==> config.mk <==
export PLATFORM = sky130hd
export DESIGN_NAME = yarp_lsu_wb_flat
export DESIGN_NICKNAME = d
export VERILOG_FILES = /design/src/rtl/yarp_lsu_wb_pkg.sv /design/src/rtl/yarp_lsu_wb_if.sv /design/src/rtl/yarp_lsu_wb_load_extract.sv /design/src/rtl/yarp_lsu_wb.sv /design/src/flat_wrapper.sv
export SDC_FILE = /design/constraint.sdc
export NUM_CORES = 1
export LEC_CHECK = 0
export CAP_MARGIN = 20
export CORE_MARGIN = 1
export CORE_UTILIZATION = 30
export DETAILED_ROUTE_END_ITERATION = 8
export PLACE_DENSITY = 0.74
export SLEW_MARGIN = 10
export SYNTH_ARGS = -nofsm -noshare
export SYNTH_HDL_FRONTEND = slang
export SYNTH_SLANG_ARGS = --single-unit
==> constraint.sdc <==
create_clock -name clk -period 4.4 [get_ports clk]
set_input_delay 1.32 -clock clk [delete_from_list [all_inputs] [get_ports clk]]
set_output_delay 1.32 -clock clk [all_outputs]
set_load 0.005 [all_outputs]
==> src/rtl/yarp_lsu_wb_pkg.sv <==
// Shared types and lane helpers for the YARP load/store writeback unit.
// Access sizes, FSM states and byte-lane math live here.
package yarp_pkg;

    typedef enum logic [1:0] {
        BYTE = 2'b00,
        HALF = 2'b01,
        WORD = 2'b10
    } mem_size_t;

    typedef enum logic [1:0] {
        IDLE = 2'b00,
        REQ  = 2'b01,
        WAIT = 2'b10
    } lsu_state_t;

    function automatic logic is_illegal(
        input logic [1:0] size,
        input logic [1:0] off,
        input logic       ld,
        input logic       st
    );
        logic bad;
        bad = 1'b0;
        unique case (1'b1)
            (ld & st):                    bad = 1'b1;
            (size == 2'b11):              bad = 1'b1;
            (size == HALF) && off[0]:     bad = 1'b1;
            (size == WORD) && (off != 0): bad = 1'b1;
            default:                      bad = 1'b0;
        endcase
        return bad;
    endfunction

    function automatic logic [3:0] lane_en(
        input logic [1:0] size,
        input logic [1:0] off
    );
        logic [3:0] be;
        unique case (size)
            BYTE:    be = 4'b0001 << off;
            HALF:    be = 4'b0011 << off;
            default: be = 4'b1111;
        endcase
        return be;
    endfunction

    function automatic logic [31:0] lane_data(
        input logic [1:0]  size,
        input logic [31:0] d
    );
        logic [31:0] w;
        unique case (size)
            BYTE:    w = {4{d[7:0]}};
            HALF:    w = {2{d[15:0]}};
            default: w = d;
        endcase
        return w;
    endfunction

endpackage

==> src/rtl/yarp_lsu_wb_if.sv <==
// Data-memory req/gnt/rvalid bus between the LSU and memory.
// The LSU side is master; memory is slave.
interface yarp_lsu_wb_if;

    logic        mem_req_o;
    logic        mem_we_o;
    logic [31:0] mem_addr_o;
    logic [31:0] mem_wdata_o;
    logic [3:0]  mem_byte_en_o;
    logic        mem_gnt_i;
    logic        mem_rvalid_i;
    logic [31:0] mem_rdata_i;

    modport master (
        output mem_req_o,
        output mem_we_o,
        output mem_addr_o,
        output mem_wdata_o,
        output mem_byte_en_o,
        input  mem_gnt_i,
        input  mem_rvalid_i,
        input  mem_rdata_i
    );

    modport slave (
        input  mem_req_o,
        input  mem_we_o,
        input  mem_addr_o,
        input  mem_wdata_o,
        input  mem_byte_en_o,
        output mem_gnt_i,
        output mem_rvalid_i,
        output mem_rdata_i
    );

endinterface

==> src/rtl/yarp_lsu_wb_load_extract.sv <==
// Load data alignment: shift the addressed lane down, truncate, extend.
// Purely combinational.
module yarp_load_extract
    import yarp_pkg::*;
(
    input  logic [31:0] rdata,
    input  logic [1:0]  addr,
    input  logic [1:0]  size,
    input  logic        zero_ext,
    output logic [31:0] value
);

    logic [31:0] shifted;

    always_comb begin
        shifted = rdata >> {addr, 3'b000};
        value   = shifted;
        unique case (size)
            BYTE: begin
                if (zero_ext)
                    value = {24'h0, shifted[7:0]};
                else
                    value = {{24{shifted[7]}}, shifted[7:0]};
            end
            HALF: begin
                if (zero_ext)
                    value = {16'h0, shifted[15:0]};
                else
                    value = {{16{shifted[15]}}, shifted[15:0]};
            end
            default: value = shifted;
        endcase
    end

endmodule

==> src/rtl/yarp_lsu_wb.sv <==
// YARP load/store + writeback unit: drives the data-memory bus and
// the register file write port, stalling upstream while a load/store runs.
module yarp_lsu_wb
    import yarp_pkg::*;
(
    input  logic               clk,
    input  logic               reset,
    input  logic               ex_valid_i,
    input  logic               ex_load_i,
    input  logic               ex_store_i,
    input  logic [1:0]         ex_size_i,
    input  logic               ex_zero_ext_i,
    input  logic [31:0]        ex_addr_i,
    input  logic [31:0]        ex_store_data_i,
    input  logic [31:0]        ex_alu_res_i,
    input  logic [4:0]         ex_rd_addr_i,
    input  logic               ex_rd_wr_en_i,
    yarp_lsu_wb_if.master      mem,
    output logic               busy_o,
    output logic [4:0]         rd_addr_o,
    output logic               wr_en_o,
    output logic [31:0]        wr_data_o,
    output logic               misaligned_o
);

    lsu_state_t  state;
    logic [1:0]  ld_off;
    logic [1:0]  ld_size;
    logic        ld_zext;
    logic [4:0]  ld_rd;
    logic        ld_wr;
    logic [31:0] ext_val;
    logic        is_mem;
    logic        bad;

    assign is_mem = ex_load_i | ex_store_i;
    assign bad    = is_illegal(ex_size_i, ex_addr_i[1:0],
                               ex_load_i, ex_store_i);

    yarp_load_extract u_extract (
        .rdata    (mem.mem_rdata_i),
        .addr     (ld_off),
        .size     (ld_size),
        .zero_ext (ld_zext),
        .value    (ext_val)
    );

    always_ff @(posedge clk or posedge reset) begin
        if (reset) begin
            state             <= IDLE;
            busy_o            <= 1'b0;
            rd_addr_o         <= 5'd0;
            wr_en_o           <= 1'b0;
            wr_data_o         <= 32'h0;
            misaligned_o      <= 1'b0;
            mem.mem_req_o     <= 1'b0;
            mem.mem_we_o      <= 1'b0;
            mem.mem_addr_o    <= 32'h0;
            mem.mem_wdata_o   <= 32'h0;
            mem.mem_byte_en_o <= 4'h0;
            ld_off            <= 2'b00;
            ld_size           <= 2'b00;
            ld_zext           <= 1'b0;
            ld_rd             <= 5'd0;
            ld_wr             <= 1'b0;
        end else begin
            wr_en_o      <= 1'b0;
            misaligned_o <= 1'b0;
            unique case (state)
                IDLE: begin
                    if (ex_valid_i && is_mem && bad) begin
                        misaligned_o <= 1'b1;
                    end else if (ex_valid_i && is_mem) begin
                        state             <= REQ;
                        busy_o            <= 1'b1;
                        mem.mem_req_o     <= 1'b1;
                        mem.mem_we_o      <= ex_store_i;
                        mem.mem_addr_o    <= {ex_addr_i[31:2], 2'b00};
                        mem.mem_wdata_o   <= lane_data(ex_size_i,
                                                       ex_store_data_i);
                        mem.mem_byte_en_o <= lane_en(ex_size_i,
                                                     ex_addr_i[1:0]);
                        ld_off            <= ex_addr_i[1:0];
                        ld_size           <= ex_size_i;
                        ld_zext           <= ex_zero_ext_i;
                        ld_rd             <= ex_rd_addr_i;
                        ld_wr             <= ex_rd_wr_en_i &&
                                             (ex_rd_addr_i != 5'd0);
                    end else if (ex_valid_i && ex_rd_wr_en_i) begin
                        wr_en_o   <= (ex_rd_addr_i != 5'd0);
                        wr_data_o <= ex_alu_res_i;
                        rd_addr_o <= ex_rd_addr_i;
                    end
                end
                REQ: begin
                    if (mem.mem_gnt_i) begin
                        mem.mem_req_o <= 1'b0;
                        if (mem.mem_we_o) begin
                            state  <= IDLE;
                            busy_o <= 1'b0;
                        end else begin
                            state <= WAIT;
                        end
                    end
                end
                WAIT: begin
                    if (mem.mem_rvalid_i) begin
                        state     <= IDLE;
                        busy_o    <= 1'b0;
                        wr_en_o   <= ld_wr;
                        wr_data_o <= ext_val;
                        rd_addr_o <= ld_rd;
                    end
                end
                default: begin
                    state  <= IDLE;
                    busy_o <= 1'b0;
                end
            endcase
        end
    end

endmodule
==> src/flat_wrapper.sv <==
// flat-port wrapper written by rule: the top's interface ports become plain ports
module yarp_lsu_wb_flat import yarp_pkg::*;
  (clk, reset, ex_valid_i, ex_load_i, ex_store_i, ex_size_i, ex_zero_ext_i, ex_addr_i, ex_store_data_i, ex_alu_res_i, ex_rd_addr_i, ex_rd_wr_en_i, busy_o, rd_addr_o, wr_en_o, wr_data_o, misaligned_o, mem_mem_req_o, mem_mem_we_o, mem_mem_addr_o, mem_mem_wdata_o, mem_mem_byte_en_o, mem_mem_gnt_i, mem_mem_rvalid_i, mem_mem_rdata_i);
  yarp_lsu_wb_if mem_i ();
  input  logic clk;
  input  logic reset;
  input  logic ex_valid_i;
  input  logic ex_load_i;
  input  logic ex_store_i;
  input  logic [1:0] ex_size_i;
  input  logic ex_zero_ext_i;
  input  logic [31:0] ex_addr_i;
  input  logic [31:0] ex_store_data_i;
  input  logic [31:0] ex_alu_res_i;
  input  logic [4:0] ex_rd_addr_i;
  input  logic ex_rd_wr_en_i;
  output logic busy_o;
  output logic [4:0] rd_addr_o;
  output logic wr_en_o;
  output logic [31:0] wr_data_o;
  output logic misaligned_o;
  output wire logic [$bits(mem_i.mem_req_o)-1:0] mem_mem_req_o;
  output wire logic [$bits(mem_i.mem_we_o)-1:0] mem_mem_we_o;
  output wire logic [$bits(mem_i.mem_addr_o)-1:0] mem_mem_addr_o;
  output wire logic [$bits(mem_i.mem_wdata_o)-1:0] mem_mem_wdata_o;
  output wire logic [$bits(mem_i.mem_byte_en_o)-1:0] mem_mem_byte_en_o;
  input wire logic [$bits(mem_i.mem_gnt_i)-1:0] mem_mem_gnt_i;
  input wire logic [$bits(mem_i.mem_rvalid_i)-1:0] mem_mem_rvalid_i;
  input wire logic [$bits(mem_i.mem_rdata_i)-1:0] mem_mem_rdata_i;
  assign mem_mem_req_o = mem_i.mem_req_o;
  assign mem_mem_we_o = mem_i.mem_we_o;
  assign mem_mem_addr_o = mem_i.mem_addr_o;
  assign mem_mem_wdata_o = mem_i.mem_wdata_o;
  assign mem_mem_byte_en_o = mem_i.mem_byte_en_o;
  assign mem_i.mem_gnt_i = mem_mem_gnt_i;
  assign mem_i.mem_rvalid_i = mem_mem_rvalid_i;
  assign mem_i.mem_rdata_i = mem_mem_rdata_i;
  yarp_lsu_wb u_core (.clk(clk), .reset(reset), .ex_valid_i(ex_valid_i), .ex_load_i(ex_load_i), .ex_store_i(ex_store_i), .ex_size_i(ex_size_i), .ex_zero_ext_i(ex_zero_ext_i), .ex_addr_i(ex_addr_i), .ex_store_data_i(ex_store_data_i), .ex_alu_res_i(ex_alu_res_i), .ex_rd_addr_i(ex_rd_addr_i), .ex_rd_wr_en_i(ex_rd_wr_en_i), .mem(mem_i), .busy_o(busy_o), .rd_addr_o(rd_addr_o), .wr_en_o(wr_en_o), .wr_data_o(wr_data_o), .misaligned_o(misaligned_o));
endmodule
# Word level (Yosys, flattened, before mapping)
# Index checks and enable logic that the tools add are counted.
[word_totals]
inputBits = 144
regBits = 121
output_inout_bits = 110
[op_classes]
n_shift = 3
muxes = 37
bitwise = 3
eq_ne = 13
reduce_logical = 19
[op_table]
columns = ["cell", "count"]
rows = [
  ["$mux 32", 6],
  ["$pmux 32 s2", 3],
  ["$shr 32x5->32", 1],
  ["$mux 5", 4],
  ["$mux 1", 13],
  ["$mux 2", 5],
  ["$pmux 5 s2", 1],
  ["$reduce_and 5->1", 2],
  ["$ne 2x2->1 const B", 4],
  ["$pmux 4 s2", 1],
  ["$reduce_and 4->1", 2],
  ["$eq 2x1->1 const B", 3],
  ["$eq 2x2->1 const B", 3],
  ["$logic_and 1x1->1", 6],
  ["$logic_not 2->1", 3],
  ["$ne 2x1->1 const B", 3],
  ["$pmux 2 s3", 1],
  ["$reduce_bool 2->1", 3],
  ["$reduce_bool 5->1", 1],
  ["$pmux 1 s2", 2],
  ["$reduce_or 4->1", 1],
  ["$shl 1x2->4 const A", 1],
  ["$shl 2x2->4 const A", 1],
  ["$pmux 1 s3", 1],
  ["4 further kinds", 4],
]

# Depth between registers and ports, before layout
# Gate-level depths: netlist of the first run.
[logic_depth]
ltp_word = 7
ltp_mapped = 8
mapped_depth_nobuf = 4

# Modules after synthesis
# From an unflattened synthesis of the first run, not the netlist that was laid out.
[hier_totals]
hier_cells = 557
area_unflattened_um2 = 5978.2
[by_module_without_submodules]
columns = ["module", "area_per_inst_um2", "cells_per_inst", "n_inst"]
rows = [
  ["yarp_lsu_wb", 5210.0, 454, 1],
  ["yarp_load_extract", 768.2, 103, 1],
]

# Worst setup path before layout of the first run
# OpenSTA, ideal clock, no wires.
[synth_path]
path_type = "input-to-reg"
start = "in ex_size_i[0]"
end = "reg u_core.mem.mem_wdata_o[18]"
path_slack_ns = 1.549
t_arrival_ns = 2.726
required_time_ns = 4.275
setup_ns = 0.125
stages = 5
path_cell_list = "nor2_2 -> a21oi_1 -> a211oi_4 -> buf_4 -> mux2_4"
[synth_via]
elab_chain_len = 7
[synth_lines]
columns = ["element", "line_no", "text"]
rows = [
  ["start, declared", "flat_wrapper.sv:10", "input logic [1:0] ex_size_i;"],
  ["$eq 2x2->1 or $eq 2x1->1 (tied branches)", "yarp_lsu_wb_pkg.sv:29, yarp_lsu_wb_pkg.sv:28, yarp_lsu_wb_pkg.sv:53", ""],
  ["$logic_and 1x1->1 (on tied branches)", "yarp_lsu_wb_pkg.sv:29, yarp_lsu_wb_pkg.sv:28", ""],
  ["$reduce_or 4->1 (no source line)", "-", ""],
  ["$mux 1", "yarp_lsu_wb_pkg.sv:25", "unique case (1'b1)"],
  ["$logic_and 1x1->1", "yarp_lsu_wb.sv:71", "if (ex_valid_i && is_mem && bad) begin"],
  ["$not 1->1 (no source line)", "-", ""],
  ["$reduce_and 3->1 (no source line)", "-", ""],
  ["end signal, assigned", "yarp_lsu_wb.sv:79", "mem.mem_wdata_o <= lane_data(ex_size_i,"],
  ["end, declared", "yarp_lsu_wb_if.sv:18", "output mem_wdata_o,"],
]
# Parallel ways exist; a longest one is shown, timed or not.
# A chain may end at the register's enable or synchronous reset.

# Worst setup path in the final report of the first run
[layout_path]
start = "in ex_size_i[1]"
end = "reg u_core.mem.mem_addr_o[13]"
[layout_via]
elab_chain_len = 7
[layout_lines]
columns = ["element", "line_no", "text"]
rows = [
  ["$eq 2x2->1 or $eq 2x1->1 (tied branches)", "yarp_lsu_wb_pkg.sv:29, yarp_lsu_wb_pkg.sv:28", ""],
  ["$logic_and 1x1->1 (on tied branches)", "yarp_lsu_wb_pkg.sv:29, yarp_lsu_wb_pkg.sv:28", ""],
  ["$reduce_or 4->1 (no source line) (*)", "-", ""],
  ["$mux 1 (*)", "yarp_lsu_wb_pkg.sv:25", ""],
  ["$logic_and 1x1->1 (*)", "yarp_lsu_wb.sv:71", ""],
  ["$not 1->1 (no source line) (*)", "-", ""],
  ["$reduce_and 3->1 (no source line) (*)", "-", ""],
  ["end signal, assigned", "yarp_lsu_wb.sv:78", "mem.mem_addr_o <= {ex_addr_i[31:2], 2'b00};"],
  ["end, declared", "yarp_lsu_wb_if.sv:17", "output mem_addr_o,"],
]
# Every way passes the cells marked *; elsewhere a longest branch is shown, timed or not.

==> reports/summary.txt, run 1 <==
Status = finished clean
Fin. max-slew vios = 0
Fin crit period = 3.09 ns
CTS buffer count = 17
Async SR Flop Fraction = 100%
Setup TNS Final = 0 ns
RSZ-0062 raised after global routing = false
Number of global-route vias before repair = 5286
Max-cap violations = 0
Most frequent cells in the layout = 251 x clkdlybuf4s50_1, 121 x dfrtp_1, 97 x mux2_2
Largest net degree at the start of global routing = 73
Reg2Reg Setup Slack = 2.17 ns
Avg WL per Cell = 17.6 um
Post-Route WL = 18500 um
Final critical-path share of the clock period = 70.2%
Die outline height = 144 um
Post-CTS setup buffer count = 0
WP data required = 4.69 ns
Die area = 20600 sq um
Initial antenna violation count = 0
Area taken by multi-input logic gates = 2770 sq um
Nets@finish = 915
Worst Skew = 0.00757 ns
Post-synthesis cell count = 526
Core Region = 19600 sq um
Syn Area/Cell = 11.4 sq um
Max H-tree Level = 4
Worst slew pin tran = 1.01 ns
P_leak = 0.00380 uW
DP HPWL = 13500 um
Io pins = 254
Share of layout cells above drive strength 1 = 20.5%
Synthesized flop and latch total = 121
Endpoints failing setup = 0
Hold path cells = 2
Min-delay worst type = reg2reg
First-pass GRT wire length = 28400 um
Root Driver = clkbuf_16
Reg clk slew, reported paths = 0.06 ns
Worst r2r dst = u_core.mem.mem_addr_o[13]
Clock Path Buffers = 2
Reg area = 3030 sq um
Worst Reg-to-Reg Cells = 5
FILL cells = 1827
Die W = 144 um
Vias = 5111
HP Start = u_core.wr_data_o[19]
TritonCTS clock tree = yes
Final setup margin = 1.31 ns
Clock Latency Late Sink = 0.42 ns
Crit Reg-Reg Startpoint = u_core.state[1]
Slew HR = 32.5%
Initial Utilization = 30.7%
Routability cong. = 0.866
Drt first-iter violations = 129
Synth Cell Area = 6020 sq um
WS Path Type = in2reg
# DRC = 0
Via density = 4.87
CP Launch Type = primary input
Port bufs = 251
Synth unique cells = 44
Clock Sinks = 121
Max Fanout on Critical Path = 72
Number of diodes = 0
CP endpoint kind = flip-flop
Commonest non-fill, non-tap cell in the layout = clkdlybuf4s50_1
Post-synth EDFFs = 0
Ys flop type = dfrtp_1
Seq/Total Area, Yosys = 50.3%
Dpl ws = 0.874 ns
Fin. Hold Viols = 0
Rows = 51
Pwr Density = 556 nW/um^2
Max Freq = 324 MHz
Hold EP = u_core.wr_data_o[19]
Arr. time, crit path = 3.38 ns
GRT overflow = 0
Yosys warnings = 0
Post-DRT Antenna Nets = 0
Peak supply drop = 321 uV
Hold Buf Count CTS = 0
Synth-to-layout area growth = 55.7%
GRT Util Overall = 18.3%
Pre-Repair DR Iteration Count = 4
PostCTS Resize Cnt = 0
## layout make-up
type,instances,area share [%]
Clock buffer,18,4.68
Clock inverter,14,1.23
Inverter,4,0.200
Multi-Input combinational cell,359,29.5
Sequential cell,121,32.3
Tap cell,265,3.54
Timing Repair Buffer,268,28.6
## logic make-up after synthesis
| kind of cell | Yosys count | share of synthesized area, % |
|---|---|---|
| other | 1 | 0.0623 |
| multiplexers | 133 | 24.6 |
| XOR/XNOR | 1 | 0.145 |
| AND/OR/NAND/NOR | 108 | 8.19 |
| buffers and inverters | 47 | 4.16 |
| flip-flops | 121 | 50.3 |
| AO/OA/AOI/OAI | 115 | 12.5 |
## flip-flops by register name, summed over array words and instances (netlist names), 2 cells and up
register	flops
u_core.mem.mem_addr_o	30
u_core.ld_size	2
u_core.mem.mem_byte_en_o	4
u_core.mem.mem_wdata_o	32
u_core.ld_rd	5
u_core.state	2
u_core.wr_data_o	32
u_core.rd_addr_o	5
u_core.ld_off	2
## routing by layer
layer,part of all wire (%),track usage (%)
met1,42,21.9
met2,46,29.0
met3,9.2,6.56
met4,2.9,8.68
met5,0,0
## worst max-delay path by stage
stage,depth (start not counted),slack (ns),start,endpoint
floorplan,5,1.55,ex_size_i[0],u_core.mem.mem_wdata_o[18]
global placement,7,0.89,ex_size_i[1],u_core.mem.mem_addr_o[23]
detailed placement,7,0.87,ex_size_i[1],u_core.mem.mem_byte_en_o[0]
CTS,7,1.31,ex_size_i[1],u_core.mem.mem_addr_o[13]
global route,6,1.14,ex_store_i,u_core.wr_data_o[2]
finish,7,1.31,ex_size_i[1],u_core.mem.mem_addr_o[13]
## synth_stat cells, types with 5 or more instances
cell      number  area share (%)
a211oi_1       7            0.87
buf_2          7            0.58
buf_1          5            0.31
nor4_1         8            0.83
a21oi_1       26             2.2
clkbuf_1      20             1.2
nand2_1       43             2.7
o31ai_1       10             1.2
mux2_2        97              18
a22oi_1       16             2.0
mux2i_1       30             5.0
a221oi_1       8             1.2
dfrtp_1      121              50
nor3_1         7            0.58
o211ai_1       7            0.87
mux2_4         6             1.5
nor2_1        31             1.9
buf_6          7             1.3
o21ai_0       28             2.3
## power breakdown
| group | switching, uW | internal, uW |
|---|---|---|
| Clock | 564 | 747 |
| Sequential | 282 | 1570 |
| Combinational | 739 | 1310 |
| Total | 1580 | 3630 |
## critical path, cell delays in order
cell and delay (ns):
clkdlybuf4s50_1 0.55, nor2_2 0.13, buf_4 0.20, a21oi_1 0.11
a211oi_4 0.23, buf_12 0.38, mux2_2 0.39
## stage by stage
stage	cells	util (%)	instance area, sq um	power, uW	hold WS, ns
2_1_floorplan	527	-	6030	2720	0.446
3_3_place_gp	1017	45.0	8820	3890	0.459
3_5_place_dp	1017	45.0	8820	3930	0.466
4_1_cts	1049	47.9	9380	5290	0.478
5_1_grt	1049	47.9	9380	5540	0.517
6_report	1049	47.9	9380	5210	0.470
No activity file was read; power rests on OpenSTA's default activity.
==> run 2: changes to the inputs <==
Settings changed: PLACE_DENSITY 0.74 to 0.72.
Clock period 4.4 ns to 3.24 ns, I/O delays scaled along.
==> reports/summary.txt, run 2 (synthesis gave the netlist of run 1 again) <==
Number of diodes = 0
Worst path top cell family by delay = buffers and inverters
Reg area = 3030 sq um
Number of global-route vias before repair = 5217
DP HPWL = 13400 um
Root Driver = clkbuf_16
Max H-tree Level = 4
Post-CTS setup buffer count = 0
Nets@finish = 916
Routability cong. = 0.868
Pwr Density = 763 nW/um^2
Share of layout cells above drive strength 1 = 20.5%
Max-cap violations = 0
DP Area = 8830 sq um
Endpoints failing setup = 0
Rows = 51
RSZ-0062 raised after global routing = false
Crit path depth = 6
Pre-Repair DR Iteration Count = 5
Initial Utilization = 30.7%
Commonest non-fill, non-tap cell in the layout = clkdlybuf4s50_1
Die outline height = 144 um
WS Path Type = in2reg
Final critical-path share of the clock period = 79.6%
FILL cells = 1820
Biggest regs = u_core.mem.mem_wdata_o (32), u_core.wr_data_o (32), u_core.mem.mem_addr_o (30)
Avg WL per Cell = 17.6 um
Post-Route WL = 18500 um
Finished layout cell area = 9410 sq um
Vias = 5081
Max Freq = 388 MHz
Fin. max-slew vios = 0
Clock Path Buffers = 2
Min-delay worst type = reg2reg
CP max-delay cell = clkdlybuf4s50_1
CP endpoint kind = flip-flop
CP Launch Type = primary input
Io pins = 254
PostCTS Resize Cnt = 0
Worst slew pin tran = 0.835 ns
CP Cell Sequence = clkdlybuf4s50_1, o21ai_0, a21oi_1, a211oi_4, buf_12, mux2_2
Initial antenna violation count = 0
Port bufs = 251
Area taken by multi-input logic gates = 2770 sq um
Clock Sinks = 121
Max Fanout on Critical Path = 65
Clock Latency Late Sink = 0.41 ns
Reg clk slew, reported paths = 0.06 ns
Largest net degree at the start of global routing = 97
# DRC = 0
Peak supply drop = 416 uV
Arr. time, crit path = 2.87 ns
TritonCTS clock tree = yes
GRT Util Overall = 18.3%
Fin. Hold Viols = 0
Critical Path Max Stage Delay = 0.56 ns
Hold Buf Count CTS = 0
Post-DRT Antenna Nets = 0
Critical path buffers and inverters = 2
WP data required = 3.53 ns
CTS buffer count = 17
Most frequent cells in the layout = 251 x clkdlybuf4s50_1, 121 x dfrtp_1, 97 x mux2_2
Slew HR = 44.1%
Die W = 144 um
Setup TNS Final = 0 ns
Drt first-iter violations = 223
Worst Reg-to-Reg Cells = 5
Status = finished clean
Core Region = 19600 sq um
Via density = 4.84
Worst Skew = 0.00817 ns
GRT overflow = 0
Die area = 20600 sq um
Synth-to-layout area growth = 56.2%
First-pass GRT wire length = 28200 um
Hold path cells = 2
P_leak = 0.00382 uW
Fin crit period = 2.58 ns
## run 2: through the flow
step | utilization (%) | instances | hold WS [ns] | setup slack [ns] | power, uW
after detailed placement | 45.1 | 1018 | 0.465 | 0.261 | 5350
after global routing | 48.0 | 1050 | 0.498 | 0.597 | 7630
after global placement | 45.1 | 1018 | 0.460 | 0.294 | 5300
final | 48.0 | 1050 | 0.476 | 0.660 | 7170
after floorplan | - | 527 | 0.446 | 0.737 | 3690
after CTS | 48.0 | 1050 | 0.478 | 0.694 | 7280
## run 2: worst paths after layout
| check | start | endpoint | slack (ns) |
|---|---|---|---|
| max in group asynchronous | reset | u_core.wr_data_o[6] | 1.73 |
| hold / removal | u_core.wr_data_o[17] | u_core.wr_data_o[17] | 0.48 |
| hold reg to reg | u_core.wr_data_o[17] | u_core.wr_data_o[17] | 0.48 |
| min in group asynchronous | reset | u_core.wr_data_o[18] | 1.04 |
| setup / recovery | ex_size_i[1] | u_core.mem.mem_addr_o[25] | 0.66 |
| setup reg to reg | u_core.ld_off[1] | u_core.wr_data_o[28] | 1.20 |
## run 2: metal layers
| metal | up-vias | wire length [um] | track usage (%) |
|---|---|---|---|
| met5 | - | 0 | 0 |
| met4 | 0 | 130 | 5.10 |
| met3 | 8 | 1940 | 7.63 |
| met2 | 217 | 8700 | 30.1 |
| met1 | 2447 | 7730 | 21.7 |
| li1 | 2409 | - | - |
## run 2: area by class of cell
class | count | area share (%)
inverters | 4 | 0.200
clock buffers | 18 | 4.56
clock inverters | 14 | 1.58
repair buffers | 269 | 28.5
well taps | 265 | 3.52
flip-flops and latches | 121 | 32.2
multi-input cells | 359 | 29.4
## run 2: tightest hold or removal path, stage by stage (launching register included)
cell and delay, ns:
dfrtp_1 0.34, nand2_1 0.05, o31ai_1 0.05
## run 2: where the power goes
group,internal (uW),leakage (uW),switching (uW)
Combinational,1790,0.00211,982
Clock,1130,0.000273,735
Sequential,2130,0.00145,405
Total,5050,0.00382,2120
